<file path="config.mk">
export PLATFORM = sky130hd
export DESIGN_NAME = led_anim_sequencer
export DESIGN_NICKNAME = d
export VERILOG_FILES = /design/src/rtl/led_anim_pkg.sv /design/src/rtl/anim_prescaler.sv /design/src/rtl/led_anim_sequencer.sv
export SDC_FILE = /design/constraint.sdc
export NUM_CORES = 1
export LEC_CHECK = 0
export CAP_MARGIN = 20
export CORE_MARGIN = 2
export CORE_UTILIZATION = 25
export DETAILED_ROUTE_END_ITERATION = 12
export HOLD_SLACK_MARGIN = 0.06
export SETUP_SLACK_MARGIN = 0.3
export SYNTH_ARGS = -nofsm -noshare
export SYNTH_HDL_FRONTEND = slang
export SYNTH_SLANG_ARGS = --single-unit
</file>
<file path="constraint.sdc">
create_clock -name clk -period 4.6 [get_ports clk]
set_input_delay 1.38 -clock clk [delete_from_list [all_inputs] [get_ports clk]]
set_output_delay 1.38 -clock clk [all_outputs]
set_load 0.01 [all_outputs]
</file>
<file path="src/rtl/led_anim_pkg.sv">
// Shared types and constants for the LED animation sequencer.
package led_anim_pkg;

  localparam int STEP_W  = 7;
  localparam int FRAME_W = 4;

  localparam logic [STEP_W-1:0] LED_OFF   = 7'h7F;
  localparam logic [STEP_W-1:0] STEP_LAST = 7'd127;

  typedef enum logic [1:0] {
    ST_IDLE = 2'd0,
    ST_RUN  = 2'd1,
    ST_HOLD = 2'd2,
    ST_DONE = 2'd3
  } anim_state_e;

endpackage

</file>
<file path="src/rtl/anim_prescaler.sv">
// Step-rate prescaler: counts enabled clocks and pulses tick every CLK_DIV of them.
module anim_prescaler #(
  parameter int CLK_DIV = 4
) (
  input  logic clk,
  input  logic rst_n,
  input  logic en,
  input  logic clr,
  output logic tick
);

  localparam int CW = (CLK_DIV > 2) ? $clog2(CLK_DIV) : 1;
  localparam logic [CW-1:0] CNT_LAST = CW'(CLK_DIV - 1);

  logic [CW-1:0] cnt_q;
  logic [CW-1:0] cnt_d;

  assign tick = en && (cnt_q == CNT_LAST);

  // Count is held (not cleared) while en is low so a pause resumes mid-interval.
  always_comb begin
    cnt_d = cnt_q;
    if (clr || tick) begin
      cnt_d = '0;
    end else if (en) begin
      cnt_d = cnt_q + CW'(1);
    end
  end

  always_ff @(posedge clk or negedge rst_n) begin
    if (!rst_n) begin
      cnt_q <= '0;
    end else begin
      cnt_q <= cnt_d;
    end
  end

endmodule

</file>
<file path="src/rtl/led_anim_sequencer.sv">
// Steps a 7-bit index through NUM_FRAMES decoder frames and registers the
// selected active-low pattern onto the LED pins.
//
//   state   | meaning
//   IDLE    | stopped, LEDs blank, step/frame at 0
//   RUN     | prescaler running, step advances on every tick
//   HOLD    | paused, step/frame/prescaler frozen, LEDs still driven
//   DONE    | last frame finished without loop, LEDs blank, position held
module led_anim_sequencer
  import led_anim_pkg::*;
#(
  parameter int CLK_DIV    = 4,
  parameter int NUM_FRAMES = 16
) (
  input  logic               clk,
  input  logic               rst_n,
  input  logic               start,
  input  logic               stop,
  input  logic               pause,
  input  logic               dir,
  input  logic               loop_en,
  input  logic [STEP_W-1:0]  pat_in,
  output logic [STEP_W-1:0]  step,
  output logic [FRAME_W-1:0] frame,
  output logic [STEP_W-1:0]  led_n,
  output logic               busy,
  output logic               done
);

  localparam logic [FRAME_W-1:0] FRAME_LAST = FRAME_W'(NUM_FRAMES - 1);

  anim_state_e        state_q, state_d;
  logic [STEP_W-1:0]  step_q, step_d;
  logic [FRAME_W-1:0] frame_q, frame_d;
  logic [STEP_W-1:0]  led_q, led_d;
  logic               dir_q, dir_d;
  logic               busy_q, busy_d;
  logic               done_q, done_d;

  logic               active;
  logic               tick;
  logic [STEP_W-1:0]  step_adv;
  logic               step_wrap;
  logic               frame_wrap;

  assign active = (state_q == ST_RUN) || (state_q == ST_HOLD);

  anim_prescaler #(.CLK_DIV(CLK_DIV)) u_prescaler (
    .clk  (clk),
    .rst_n(rst_n),
    .en   (active && !pause && !stop && !start),
    .clr  (stop || start),
    .tick (tick)
  );

  assign step_adv   = dir_q ? (step_q - 7'd1) : (step_q + 7'd1);
  assign step_wrap  = dir_q ? (step_q == '0) : (step_q == STEP_LAST);
  assign frame_wrap = (frame_q == FRAME_LAST);

  always_comb begin
    state_d = state_q;
    step_d  = step_q;
    frame_d = frame_q;
    dir_d   = dir_q;
    done_d  = 1'b0;
    if (stop) begin
      state_d = ST_IDLE;
      step_d  = '0;
      frame_d = '0;
    end else if (start) begin
      state_d = ST_RUN;
      dir_d   = dir;
      step_d  = dir ? STEP_LAST : '0;
      frame_d = '0;
    end else if (active) begin
      state_d = pause ? ST_HOLD : ST_RUN;
      if (tick) begin
        if (step_wrap && frame_wrap && !loop_en) begin
          state_d = ST_DONE;
          done_d  = 1'b1;
        end else begin
          step_d = step_adv;
          if (step_wrap) begin
            frame_d = frame_wrap ? '0 : frame_q + FRAME_W'(1);
          end
        end
      end
    end
    busy_d = (state_d == ST_RUN) || (state_d == ST_HOLD);
    led_d  = busy_d ? pat_in : LED_OFF;
  end

  always_ff @(posedge clk or negedge rst_n) begin
    if (!rst_n) begin
      state_q <= ST_IDLE;
      step_q  <= '0;
      frame_q <= '0;
      led_q   <= LED_OFF;
      dir_q   <= 1'b0;
      busy_q  <= 1'b0;
      done_q  <= 1'b0;
    end else begin
      state_q <= state_d;
      step_q  <= step_d;
      frame_q <= frame_d;
      led_q   <= led_d;
      dir_q   <= dir_d;
      busy_q  <= busy_d;
      done_q  <= done_d;
    end
  end

  assign step  = step_q;
  assign frame = frame_q;
  assign led_n = led_q;
  assign busy  = busy_q;
  assign done  = done_q;

endmodule

</file>
==> Flow_metrics.wiki <==
{| class="wikitable"
! Metric !! Value
|-
| Status || completed
|-
| Mapped Nets || 164
|-
| Mean instance size in the synthesized netlist || about 10 um^2
|-
| Number of ports placed on the die boundary || 34
|-
| Via-to-Cell Ratio || about 4.7
|-
| Buffers inserted during post-CTS setup optimization || 0
|-
| CP Capture Type || flip-flop
|-
| Placeable core region || 5507 um^2
|-
| Switching power || 130.5 uW
|-
| Seq/Total Area, Yosys || 0.4471
|-
| Clk network pwr share || 0.265
|-
| Most used flip-flop cell after synthesis || sky130_fd_sc_hd__dfrtp_1
|-
| Simple-gate share of the synthesized area || 0.2046
|-
| Post-synthesis to final-layout area growth || 34.39%
|-
| Largest net degree at the start of global routing || 22
|-
| Global-route wire length before repair || approximately 5600 um
|-
| Diode insertion count for antenna repair || 0
|-
| Final Hold Violating Endpoints || 0
|-
| Number of CTS-inserted buffers || 3
|-
| Syn. warnings || 0
|-
| HPWL after detailed placement || 2406 um
|-
| Register-to-register setup slack || 2.38 ns
|-
| Setup violators final || 0
|-
| Count of maximum capacitance violations || 0
|-
| Multiplexer share of the synthesized area || 0.01411
|-
| Most frequent standard cell in the layout excluding fill and tap cells || sky130_fd_sc_hd__clkdlybuf4s50_1
|-
| Initial antenna violation count || 0
|-
| Area fraction of the dominant cell type after synthesis || 0.3175
|-
| Area after detailed placement || 1834 um^2
|-
| Post-DR wirelength/cell || 12.71 um
|-
| Arr. time, crit path || around 3.7 ns
|-
| Combinational share of power || 0.227
|-
| Routed Antenna Nets || 0
|-
| Die Height || 79.34 um
|-
| Critical setup path kind || in -> reg
|-
| Post-route cell area || 1907 um^2
|-
| Post-layout net count || approximately 200
|-
| Worst R2R Path Depth || 6
|-
| Maximum achievable frequency || 0.2889 GHz
|-
| Total gr overflow || 0
|-
| Overall routed net length || 3190 um
|-
| Effective utilization at floorplan || 0.2577
|-
| Pins Over Slew Limit || 0
|-
| Reg power frac || 0.508
|-
| Depth of the CTS H-tree || 1
|-
| Post-Synth Adder-Cell Area || 0.08289
|-
| Post-Synthesis Cell Area || 1419 um^2
|-
| Maximum vdd drop || approximately 0.16 mV
|-
| Reg-to-Reg Start || dir_q
|-
| Cts hold-fix bufs || 0
|-
| Flop and latch count out of synthesis || 25
|-
| Initial drt markers || 89
|-
| Number of clock sinks || 25
|-
| Via count of the first global-routing pass || 1243
|-
| Gates resized, CTS repair || 0
|-
| First-pass detailed-route iteration total || 4
|-
| Post-synthesis async set-or-reset flop share || 1.000
|-
| Source-to-sink clock delay at the later pin of the worst-skew pair || around 0.26 ns
|-
| Area share of xor/xnor cells in the synthesized design || 0.03086
|-
| Post-synthesis cell type with the largest combined area || sky130_fd_sc_hd__dfrtp_1
|-
| Least-Margin Pin Slew || 0.6016 ns
|-
| Cell with the largest stage delay on the worst path || sky130_fd_sc_hd__or4b_1
|-
| Worst slew margin relative to its limit || 0.5933
|-
| Required time of the worst setup path || between 4 and 5 ns
|-
| Post-route setup TNS || 0 ns
|-
| Post-route DRC violation count || 0
|-
| Number of synthesized flops with an enable pin || 0
|-
| Max Clock Skew || about 0.0055 ns
|-
| Worst Hold Depth || 2
|-
| Total number of vias || 1182
|-
| Highest-count cells in the layout ignoring fill and taps || 33 x sky130_fd_sc_hd__clkdlybuf4s50_1, 18 x sky130_fd_sc_hd__dfrtp_1, 13 x sky130_fd_sc_hd__a21oi_1
|-
| Sw frac || 0.2699
|-
| Endpoint of the worst register-to-register path || step[6]
|-
| Synthesized instance count || ~140
|-
| Clock-pin slew on the worst setup and hold paths || 0.09 ns
|-
| Source of the critical timing path || stop
|-
| RSZ-0062 raised after global routing || no
|-
| Main combinational cell family by area after synthesis || simple AND/OR/NAND/NOR gates
|-
| Endpoint of the worst setup timing path || frame[2]
|-
| Root buffer selected by CTS || sky130_fd_sc_hd__clkbuf_8
|-
| Worst hold path type || reg -> reg
|-
| Buffers on Ports || 33
|-
| Synth Area in Compound Gates || 0.1905
|-
| CTS Buffer Depth || 2
|-
| Total GRT Usage || 0.1130
|-
| Fraction of layout cells with a size suffix above 1 || 0.1229
|-
| Hold wc startpoint || u_prescaler.cnt_q[1]
|-
| Final cycle utilization of the critical path || 0.7525
|-
| Max Fanout on Critical Path || 10
|-
| Critical Path Max Stage Delay || 0.68 ns
|-
| CP Cell Sequence || clkdlybuf4s50_1 > or2_1 > or4b_1 > a21o_1 > or3_1 > a21oi_1
|-
| Area of the die || 6294 um^2
|-
| Power Density || between 200 and 300 nW/um^2
|-
| Number of cell rows || 27
|-
| Minimum clock period after layout || between 3 and 4 ns
|-
| Startpoint type of the worst setup path || input pin
|-
| Synth area leaders || sky130_fd_sc_hd__dfrtp_1 32%, sky130_fd_sc_hd__dfstp_2 13%, sky130_fd_sc_hd__ha_1 6.2%, sky130_fd_sc_hd__a21oi_1 4.6%, sky130_fd_sc_hd__or2_2 3.5%
|-
| Count of different cell masters after synthesis || 46
|-
| Clock tree from TritonCTS || yes
|-
| Horizontal extent of the die || 79.34 um
|-
| Leakage power summed over all cells || 0.0007539 uW
|-
| Global placement routability congestion || 0.8508
|-
| Internal || 353.2 uW
|}
state kept, by name (all words and copies together), names as in the netlist:
name / flops
led_n: 7
step: 7
frame: 4
state_q: 2
u_prescaler.cnt_q: 2
busy: 1
dir_q: 1
done: 1
power groups by stage:
| stage | Combinational [uW] | Clock (uW) | Sequential, uW |
|---|---|---|---|
| 2_1_floorplan | 55.6 | 0 | 252 |
| 3_3_place_gp | 107 | 0 | 251 |
| 6_report | 110 | 128 | 246 |
| 4_1_cts | 108 | 138 | 247 |
| 5_1_grt | 122 | 148 | 248 |
| 3_5_place_dp | 108 | 0 | 250 |
kinds of logic after synthesis:
logic type / count (synthesis)
multiplexers: 2
buffers and inverters: 9
AO/OA/AOI/OAI: 40
flip-flops: 25
XOR/XNOR: 5
AND/OR/NAND/NOR: 52
adder cells (fa/ha/maj): 9
worst min-delay path by stage:
stage                                end  slack [ns]
floorplan           u_prescaler.cnt_q[1]        0.52
global placement    u_prescaler.cnt_q[1]        0.54
detailed placement  u_prescaler.cnt_q[1]        0.54
CTS                 u_prescaler.cnt_q[1]        0.55
global route        u_prescaler.cnt_q[0]        0.61
finish              u_prescaler.cnt_q[1]        0.55
through the flow:
step | worst slack [ns] | power [uW] | instances | hold WS [ns] | util
floorplan | 1.564 | 307.7 | 142 | 0.5152 | -
global placement | 0.8824 | 357.1 | 246 | 0.5395 | 0.3331
detailed placement | 0.8241 | 358.0 | 246 | 0.5400 | 0.3331
CTS | 1.127 | 493.0 | 250 | 0.5531 | 0.3413
global route | 0.9757 | 518.3 | 251 | 0.6128 | 0.3463
finish | 1.139 | 483.7 | 251 | 0.5488 | 0.3463
worst max-delay path: cells and delay by family:
family / cells / cell delay, ns
compound gates: 2 / 0.41
buf+inv: 1 / 0.48
simple gates: 3 / 1.37
synthesized netlist by cell type, types with 2 or more instances:
cell,number
sky130_fd_sc_hd__a21o_1,3
sky130_fd_sc_hd__or2_2,8
sky130_fd_sc_hd__nand3_1,5
sky130_fd_sc_hd__o311a_1,3
sky130_fd_sc_hd__nor4_1,3
sky130_fd_sc_hd__nand2_1,5
sky130_fd_sc_hd__o21ai_0,8
sky130_fd_sc_hd__a211oi_1,2
sky130_fd_sc_hd__nor3_1,3
sky130_fd_sc_hd__and3_1,2
sky130_fd_sc_hd__dfstp_2,7
sky130_fd_sc_hd__nand4_1,2
sky130_fd_sc_hd__or3_1,2
sky130_fd_sc_hd__a21oi_1,13
sky130_fd_sc_hd__ha_1,7
sky130_fd_sc_hd__dfrtp_1,18
sky130_fd_sc_hd__nor2_1,10
sky130_fd_sc_hd__inv_1,6
sky130_fd_sc_hd__mux2i_1,2
sky130_fd_sc_hd__xor2_1,3
sky130_fd_sc_hd__xnor2_1,2
sky130_fd_sc_hd__nor2b_1,2
sky130_fd_sc_hd__nand3b_1,2
sky130_fd_sc_hd__nor3b_1,2
layout make-up:
cell class              count  area [um^2]
clock buffers               4        45.04
fillers                   546         3600
flip-flops and latches     25        634.4
well taps                  72        90.09
repair buffers             36        372.9
inverters                   6        22.52
multi-input cells         108        742.0
layer usage:
| layer | track usage | wire length [um] |
|---|---|---|
| met1 | 0.1455 | 1465 |
| met2 | 0.1771 | 1454 |
| met3 | 0.03636 | 210 |
| met4 | 0.04138 | 59 |
| met5 | 0 | 0 |
Power figures use the tool's default switching activity.
